File: src/rtl/mips_pkg.sv
// Shared encodings for the multicycle MIPS control path: opcodes, funct codes,
// ALU operation codes, sequencer state codes and the per-state control word.
package mips_pkg;

  // Opcodes, Instr[31:26]
  localparam logic [5:0] OP_RTYPE = 6'b000000;
  localparam logic [5:0] OP_LW    = 6'b100011;
  localparam logic [5:0] OP_SW    = 6'b101011;
  localparam logic [5:0] OP_ADDI  = 6'b001000;
  localparam logic [5:0] OP_BEQ   = 6'b000100;
  localparam logic [5:0] OP_J     = 6'b000010;

  // R-type funct codes, Instr[5:0]
  localparam logic [5:0] FUNCT_ADD = 6'b100000;
  localparam logic [5:0] FUNCT_SUB = 6'b100010;
  localparam logic [5:0] FUNCT_SLT = 6'b101010;
  localparam logic [5:0] FUNCT_MUL = 6'b011100;
  localparam logic [5:0] FUNCT_AND = 6'b100100;
  localparam logic [5:0] FUNCT_OR  = 6'b100101;

  // ALUControl codes
  localparam logic [2:0] ALU_AND = 3'b000;
  localparam logic [2:0] ALU_OR  = 3'b001;
  localparam logic [2:0] ALU_ADD = 3'b010;
  localparam logic [2:0] ALU_SUB = 3'b100;
  localparam logic [2:0] ALU_MUL = 3'b101;
  localparam logic [2:0] ALU_SLT = 3'b110;

  // Sequencer states; codes are visible on the State debug port
  localparam logic [3:0] S_FETCH    = 4'd0;
  localparam logic [3:0] S_DECODE   = 4'd1;
  localparam logic [3:0] S_MEMADR   = 4'd2;
  localparam logic [3:0] S_MEMRD    = 4'd3;
  localparam logic [3:0] S_MEMWB    = 4'd4;
  localparam logic [3:0] S_MEMWR    = 4'd5;
  localparam logic [3:0] S_EXECUTE  = 4'd6;
  localparam logic [3:0] S_ALUWB    = 4'd7;
  localparam logic [3:0] S_BRANCH   = 4'd8;
  localparam logic [3:0] S_ADDIEXEC = 4'd9;
  localparam logic [3:0] S_ADDIWB   = 4'd10;
  localparam logic [3:0] S_JUMP     = 4'd11;

  // ALU B operand and PC source selects
  localparam logic [1:0] SRCB_REG    = 2'b00;
  localparam logic [1:0] SRCB_FOUR   = 2'b01;
  localparam logic [1:0] SRCB_IMM    = 2'b10;
  localparam logic [1:0] SRCB_IMM_SH = 2'b11;

  localparam logic [1:0] PCSRC_ALU    = 2'b00;
  localparam logic [1:0] PCSRC_ALUOUT = 2'b01;
  localparam logic [1:0] PCSRC_JUMP   = 2'b10;

  typedef enum logic [1:0] {
    ALUOP_ADD   = 2'b00,
    ALUOP_SUB   = 2'b01,
    ALUOP_FUNCT = 2'b10
  } alu_op_e;

  // Everything a state asserts, before the PC-enable and reset gating
  typedef struct packed {
    logic       pc_write;
    logic       branch;
    logic       iord;
    logic       mem_read;
    logic       mem_write;
    logic       ir_write;
    logic       reg_dst;
    logic       mem_to_reg;
    logic       reg_write;
    logic       alu_src_a;
    logic [1:0] alu_src_b;
    alu_op_e    alu_op;
    logic [1:0] pc_src;
    logic       illegal;
  } ctrl_t;

endpackage

File: src/rtl/alu_decoder.sv
// Maps the sequencer's coarse ALU request plus the R-type funct field onto
// the 3-bit ALUControl code.
module alu_decoder
  import mips_pkg::*;
(
  input  alu_op_e    alu_op,
  input  logic [5:0] funct,
  output logic [2:0] alu_control
);

  always_comb begin
    // NOTE: a default assignment before the case keeps every path driven, so no latch is inferred.
    alu_control = ALU_ADD;
    case (alu_op)
      ALUOP_SUB: alu_control = ALU_SUB;
      ALUOP_FUNCT: begin
        case (funct)
          FUNCT_ADD: alu_control = ALU_ADD;
          FUNCT_SUB: alu_control = ALU_SUB;
          FUNCT_SLT: alu_control = ALU_SLT;
          FUNCT_MUL: alu_control = ALU_MUL;
          FUNCT_AND: alu_control = ALU_AND;
          FUNCT_OR:  alu_control = ALU_OR;
          default:   alu_control = ALU_ADD;
        endcase
      end
      default: alu_control = ALU_ADD;
    endcase
  end

endmodule

File: src/rtl/multicycle_control_fsm.sv
// Moore sequencer for the multicycle MIPS datapath: state register, next-state
// logic and per-state control decode; ALUControl comes from alu_decoder.
module multicycle_control_fsm
  import mips_pkg::*;
#(
  parameter int INSTR_WIDTH = 32
) (
  input  logic                   CLK,
  input  logic                   RST,
  input  logic [INSTR_WIDTH-1:0] Instr,
  input  logic                   Zero,
  input  logic                   MemReady,
  output logic                   PCEn,
  output logic                   IorD,
  output logic                   MemRead,
  output logic                   MemWrite,
  output logic                   IRWrite,
  output logic                   RegDst,
  output logic                   MemtoReg,
  output logic                   RegWrite,
  output logic                   ALUSrcA,
  output logic [1:0]             ALUSrcB,
  output logic [2:0]             ALUControl,
  output logic [1:0]             PCSrc,
  output logic                   Illegal,
  output logic [3:0]             State
);

  logic [3:0] state;
  logic [3:0] next_state;
  logic [5:0] opcode;
  logic [5:0] funct;
  logic       op_supported;
  ctrl_t      ctrl;
  logic       instr_unused;

  assign opcode = Instr[31:26];
  assign funct  = Instr[5:0];
  // Only the opcode and funct fields steer the sequencer
  assign instr_unused = ^Instr;

  always_comb begin
    op_supported = 1'b0;
    case (opcode)
      OP_LW, OP_SW, OP_RTYPE, OP_ADDI, OP_BEQ, OP_J: op_supported = 1'b1;
      default:                                       op_supported = 1'b0;
    endcase
  end

  // NOTE: state registers use non-blocking assignments so every flop samples pre-edge values.
  always_ff @(posedge CLK or negedge RST) begin
    if (!RST) state <= S_FETCH;
    else      state <= next_state;
  end

  always_comb begin
    next_state = S_FETCH;
    case (state)
      S_FETCH:  next_state = MemReady ? S_DECODE : S_FETCH;
      S_DECODE: begin
        case (opcode)
          OP_LW, OP_SW: next_state = S_MEMADR;
          OP_RTYPE:     next_state = S_EXECUTE;
          OP_ADDI:      next_state = S_ADDIEXEC;
          OP_BEQ:       next_state = S_BRANCH;
          OP_J:         next_state = S_JUMP;
          default:      next_state = S_FETCH;
        endcase
      end
      S_MEMADR:   next_state = (opcode == OP_SW) ? S_MEMWR : S_MEMRD;
      S_MEMRD:    next_state = MemReady ? S_MEMWB : S_MEMRD;
      S_MEMWB:    next_state = S_FETCH;
      S_MEMWR:    next_state = MemReady ? S_FETCH : S_MEMWR;
      S_EXECUTE:  next_state = S_ALUWB;
      S_ALUWB:    next_state = S_FETCH;
      S_BRANCH:   next_state = S_FETCH;
      S_ADDIEXEC: next_state = S_ADDIWB;
      S_ADDIWB:   next_state = S_FETCH;
      S_JUMP:     next_state = S_FETCH;
      default:    next_state = S_FETCH;
    endcase
  end

  // Unused codes 12-15 fall through to the all-zero control word
  always_comb begin
    ctrl = '0;
    case (state)
      S_FETCH: begin
        ctrl.mem_read  = 1'b1;
        ctrl.alu_src_b = SRCB_FOUR;
        ctrl.ir_write  = MemReady;
        ctrl.pc_write  = MemReady;
        ctrl.pc_src    = PCSRC_ALU;
      end
      S_DECODE: begin
        ctrl.alu_src_b = SRCB_IMM_SH;
        ctrl.illegal   = !op_supported;
      end
      S_MEMADR: begin
        ctrl.alu_src_a = 1'b1;
        ctrl.alu_src_b = SRCB_IMM;
      end
      S_MEMRD: begin
        ctrl.mem_read = 1'b1;
        ctrl.iord     = 1'b1;
      end
      S_MEMWB: begin
        ctrl.mem_to_reg = 1'b1;
        ctrl.reg_write  = 1'b1;
      end
      S_MEMWR: begin
        ctrl.mem_write = 1'b1;
        ctrl.iord      = 1'b1;
      end
      S_EXECUTE: begin
        ctrl.alu_src_a = 1'b1;
        ctrl.alu_src_b = SRCB_REG;
        ctrl.alu_op    = ALUOP_FUNCT;
      end
      S_ALUWB: begin
        ctrl.reg_dst   = 1'b1;
        ctrl.reg_write = 1'b1;
      end
      S_BRANCH: begin
        ctrl.alu_src_a = 1'b1;
        ctrl.alu_src_b = SRCB_REG;
        ctrl.alu_op    = ALUOP_SUB;
        ctrl.pc_src    = PCSRC_ALUOUT;
        ctrl.branch    = 1'b1;
      end
      S_ADDIEXEC: begin
        ctrl.alu_src_a = 1'b1;
        ctrl.alu_src_b = SRCB_IMM;
      end
      S_ADDIWB: begin
        ctrl.reg_write = 1'b1;
      end
      S_JUMP: begin
        ctrl.pc_src   = PCSRC_JUMP;
        ctrl.pc_write = 1'b1;
      end
      default: ctrl = '0;
    endcase
  end

  alu_decoder u_alu_decoder (
    .alu_op      (ctrl.alu_op),
    .funct       (funct),
    .alu_control (ALUControl)
  );

  // While reset is held the PC and IR must not load even if memory reports ready
  assign PCEn     = RST & (ctrl.pc_write | (ctrl.branch & Zero));
  assign IRWrite  = RST & ctrl.ir_write;
  assign IorD     = ctrl.iord;
  assign MemRead  = ctrl.mem_read;
  assign MemWrite = ctrl.mem_write;
  assign RegDst   = ctrl.reg_dst;
  assign MemtoReg = ctrl.mem_to_reg;
  assign RegWrite = ctrl.reg_write;
  assign ALUSrcA  = ctrl.alu_src_a;
  assign ALUSrcB  = ctrl.alu_src_b;
  assign PCSrc    = ctrl.pc_src;
  assign Illegal  = ctrl.illegal;
  assign State    = state;

endmodule

File: config.mk
export PLATFORM = sky130hd
export DESIGN_NAME = multicycle_control_fsm
export DESIGN_NICKNAME = d
export VERILOG_FILES = /design/src/rtl/mips_pkg.sv /design/src/rtl/alu_decoder.sv /design/src/rtl/multicycle_control_fsm.sv
export SDC_FILE = /design/constraint.sdc
export NUM_CORES = 1
export LEC_CHECK = 0
export CAP_MARGIN = 20
export CORE_MARGIN = 1
export CORE_UTILIZATION = 32
export CTS_CLUSTER_DIAMETER = 80
export DETAILED_ROUTE_END_ITERATION = 7
export GPL_TIMING_DRIVEN = 0
export PLACE_DENSITY_LB_ADDON = 0.3
export SLEW_MARGIN = 15
export SYNTH_ARGS = -nofsm -noshare
export SYNTH_HDL_FRONTEND = slang
export SYNTH_SLANG_ARGS = --single-unit
export TNS_END_PERCENT = 20
File: constraint.sdc
create_clock -name CLK -period 3.7 [get_ports CLK]
set_input_delay 0.925 -clock CLK [delete_from_list [all_inputs] [get_ports CLK]]
set_output_delay 0.925 -clock CLK [all_outputs]
set_load 0.02 [all_outputs]
==> reports/results.txt <==
Most frequent CP cell -> clkdlybuf4s50_1
All-Layer GR Usage -> 16.3%
R2r endpoint -> State[1]
CTS Buffer Depth -> 2
Largest net degree at the start of global routing -> 11
DRT Pass-1 Iters -> 3
Final setup fails -> 0
Filler instances -> 206
Fin Clk Skew -> 0.00344 ns
CTS H-Tree Depth -> 1
Vias per cell -> 5.15
First-pass GRT wire length -> 3150 um
Outcome -> completed
Crit Reg-Reg Startpoint -> State[0]
Worst-margin pin slew -> 0.352 ns
Global route total overflow -> 0
Most frequent cell after synthesis -> nor2_1
Minimum clock period after layout -> 3.61 ns
Residual DRC -> 0
Detailed Route Iter0 Violations -> 3
Post-synth EDFFs -> 0
Hold Vio Cnt, Final -> 0
Cells taking the most area after synthesis -> dfrtp_1 (14%), nor4bb_1 (5.7%), nand2b_1 (5.4%)
CP max stage delay -> 0.53 ns
Synth top area share -> 14.3%
Post-synthesis sequential element count -> 4
# port buffers -> 36
Setup TNS -> 0 ns
Final Cycle Share -> 97.6%
Sink Count -> 4
Slew headroom -> 76.2%
Worst hold path startpoint -> State[3]
Clock slew at reported path FFs -> 0.03 ns
Maximum Capacitance Violations -> 0
WS Path Type -> input port to output pin
Hold path depth -> 2
Top FF cell, synth -> dfrtp_1
Worst path cell trace -> clkdlybuf4s50_1 -> nor4bb_2 -> o21ai_0 -> a31o_2 -> clkdlybuf4s50_1
Placement Rows -> 16
Post-DP HPWL -> 1460 um
Area grow syn2layout -> 60.0%
Max Fclk -> 0.277 GHz
Cell Pwr Density -> 470 nW/um2
Synth Instances -> 92
Synth unique cells -> 44
Startpoint Class -> input port
Yosys top cell by area -> dfrtp_1
WL/cell -> 11.6 um
Number of global-route vias before repair -> 761
Clock tree root driver cell -> clkbuf_4
Syn. warnings -> 0
Worst EP required -> 2.77 ns
Path depth of the worst reg2reg path -> 4
Post-synthesis sequential area ratio -> 14.3%
Leak Pwr -> 0.460 nW
Number of flip-flops in the largest register -> 4
Post-synth ARST share -> 100%
Slowest CP cell -> clkdlybuf4s50_1
Antenna cells -> 0
Die width -> 48.8 um
Io pins -> 57
Commonest cells post-synth -> nor2_1 (10), nand2b_1 (6), nand2_1 (5)
ANT nets after route -> 0
Worst hold path class -> flip-flop to flip-flop
WP data arrival -> 2.69 ns
Placed inst area -> 1090 um2
Maximum vdd drop -> 302 uV
Nets -> 171
R2R setup slack -> 2.21 ns
Hold-fix buffers, CTS -> 0
Starting density of the core -> 35.0%
Final wirelength -> 1830 um
Slew Viols, Final -> 0
Worst setup EP type -> output pin
RSZ-0062 raised after global routing -> true
Fin area -> 1120 um2
Chip height -> 48.8 um
Layout cells sized above 1 -> 13.0%
Initial antenna violation count -> 0
Hold Path Sink -> State[0]
TritonCTS clock tree -> built
GPL Wtd Cong -> 0.769
Overall die area -> 2380 um2
Max FO, Critical Path -> 4
Clock Latency Late Sink -> 0.24 ns
Cell Area, Synth -> 701 um2
Syn Nets -> 130
Syn avg cell area -> 7.62 um2
Routed vias -> 814
CTS buffer count -> 3
Core area -> 2000 um2
==> per-layer routing <==
metal	up-vias	track usage (%)	wire, um
li1	423	-	-
met1	367	20.3	876
met2	24	28.5	853
met3	0	4.98	103
met4	0	1.47	0
met5	-	0	0
==> worst max path at each step <==
stage | startpoint | to | slack (ns)
finish | Instr[4] | ALUControl[1] | 0.09
global route | Instr[5] | ALUControl[1] | -0.02
CTS | Instr[29] | Illegal | 0.05
detailed placement | Instr[4] | ALUControl[0] | -0.02
global placement | Instr[4] | ALUControl[0] | -0.01
floorplan | State[1] | ALUControl[2] | 0.43
==> area by class of cell <==
type	instances	area [um2]	share of cell area, %
buffer	5	33.8	3.01
tap	27	33.8	3.01
multi-input combinational	78	556	49.6
inverter	5	18.8	1.67
sequential	4	100	8.93
timing repair buffer	36	357	31.8
clock buffer	3	22.5	2.01
==> what timing repair did <==
action | CTS | global route
buffers inserted | 0 | 0
endpoints found under the setup margin | 2 | 3
resized for setup | 3 | 4
==> per-stage QoR <==
stage | util, % | hold slack, ns | cells | power, W | setup slack (ns)
after detailed placement | 54.7 | 0.705 | 155 | 0.000474 | -0.0229
after global placement | 54.7 | 0.701 | 155 | 0.000473 | -0.0114
after CTS | 55.8 | 0.709 | 158 | 0.000534 | 0.0466
after floorplan | - | 0.629 | 92 | 0.000308 | 0.431
final | 56.0 | 0.698 | 158 | 0.000527 | 0.0884
after global routing | 56.0 | 0.733 | 158 | 0.000570 | -0.0233
==> placed cells by master (no fill, tap or decap), types with 2 or more instances in the layout <==
master,Yosys,layout
a211oi_1,3,3
a21oi_1,3,3
and3b_1,2,2
buf_2,2,2
clkbuf_2,0,2
clkbuf_4,0,3
clkdlybuf4s50_1,0,33
dfrtp_1,4,4
ha_1,2,2
inv_1,4,4
mux2i_1,2,2
nand2_1,5,5
nand2b_1,6,6
nor2_1,10,10
nor2b_1,2,2
nor3_1,3,3
nor3b_1,3,3
nor4_1,2,2
nor4bb_1,4,3
o21ai_0,3,3
o22ai_1,2,2
o31a_1,2,2
or2_1,3,3
xor2_1,2,2
==> report_power, final <==
group	internal, W	switching (W)
clock	0.0000363	0.0000186
sequential	0.0000559	0.0000171
combinational	0.000199	0.000200
total	0.000291	0.000236
==> worst max-delay path: cells and delay by family <==
family | cells | cell delay (ns)
simple gates | 1 | 0.34
buf+inv | 2 | 1.05
compound gates | 2 | 0.37
==> logic make-up after synthesis <==
group | count (synthesis) | synth area share, %
AND/OR/NAND/NOR | 50 | 45.9
multiplexers | 2 | 2.86
buffers and inverters | 10 | 7.32
XOR/XNOR | 3 | 3.75
AO/OA/AOI/OAI | 21 | 22.3
adder cells (fa/ha/maj) | 2 | 3.57
flip-flops | 4 | 14.3
Note: power is estimated with default switching activity, not from simulation.
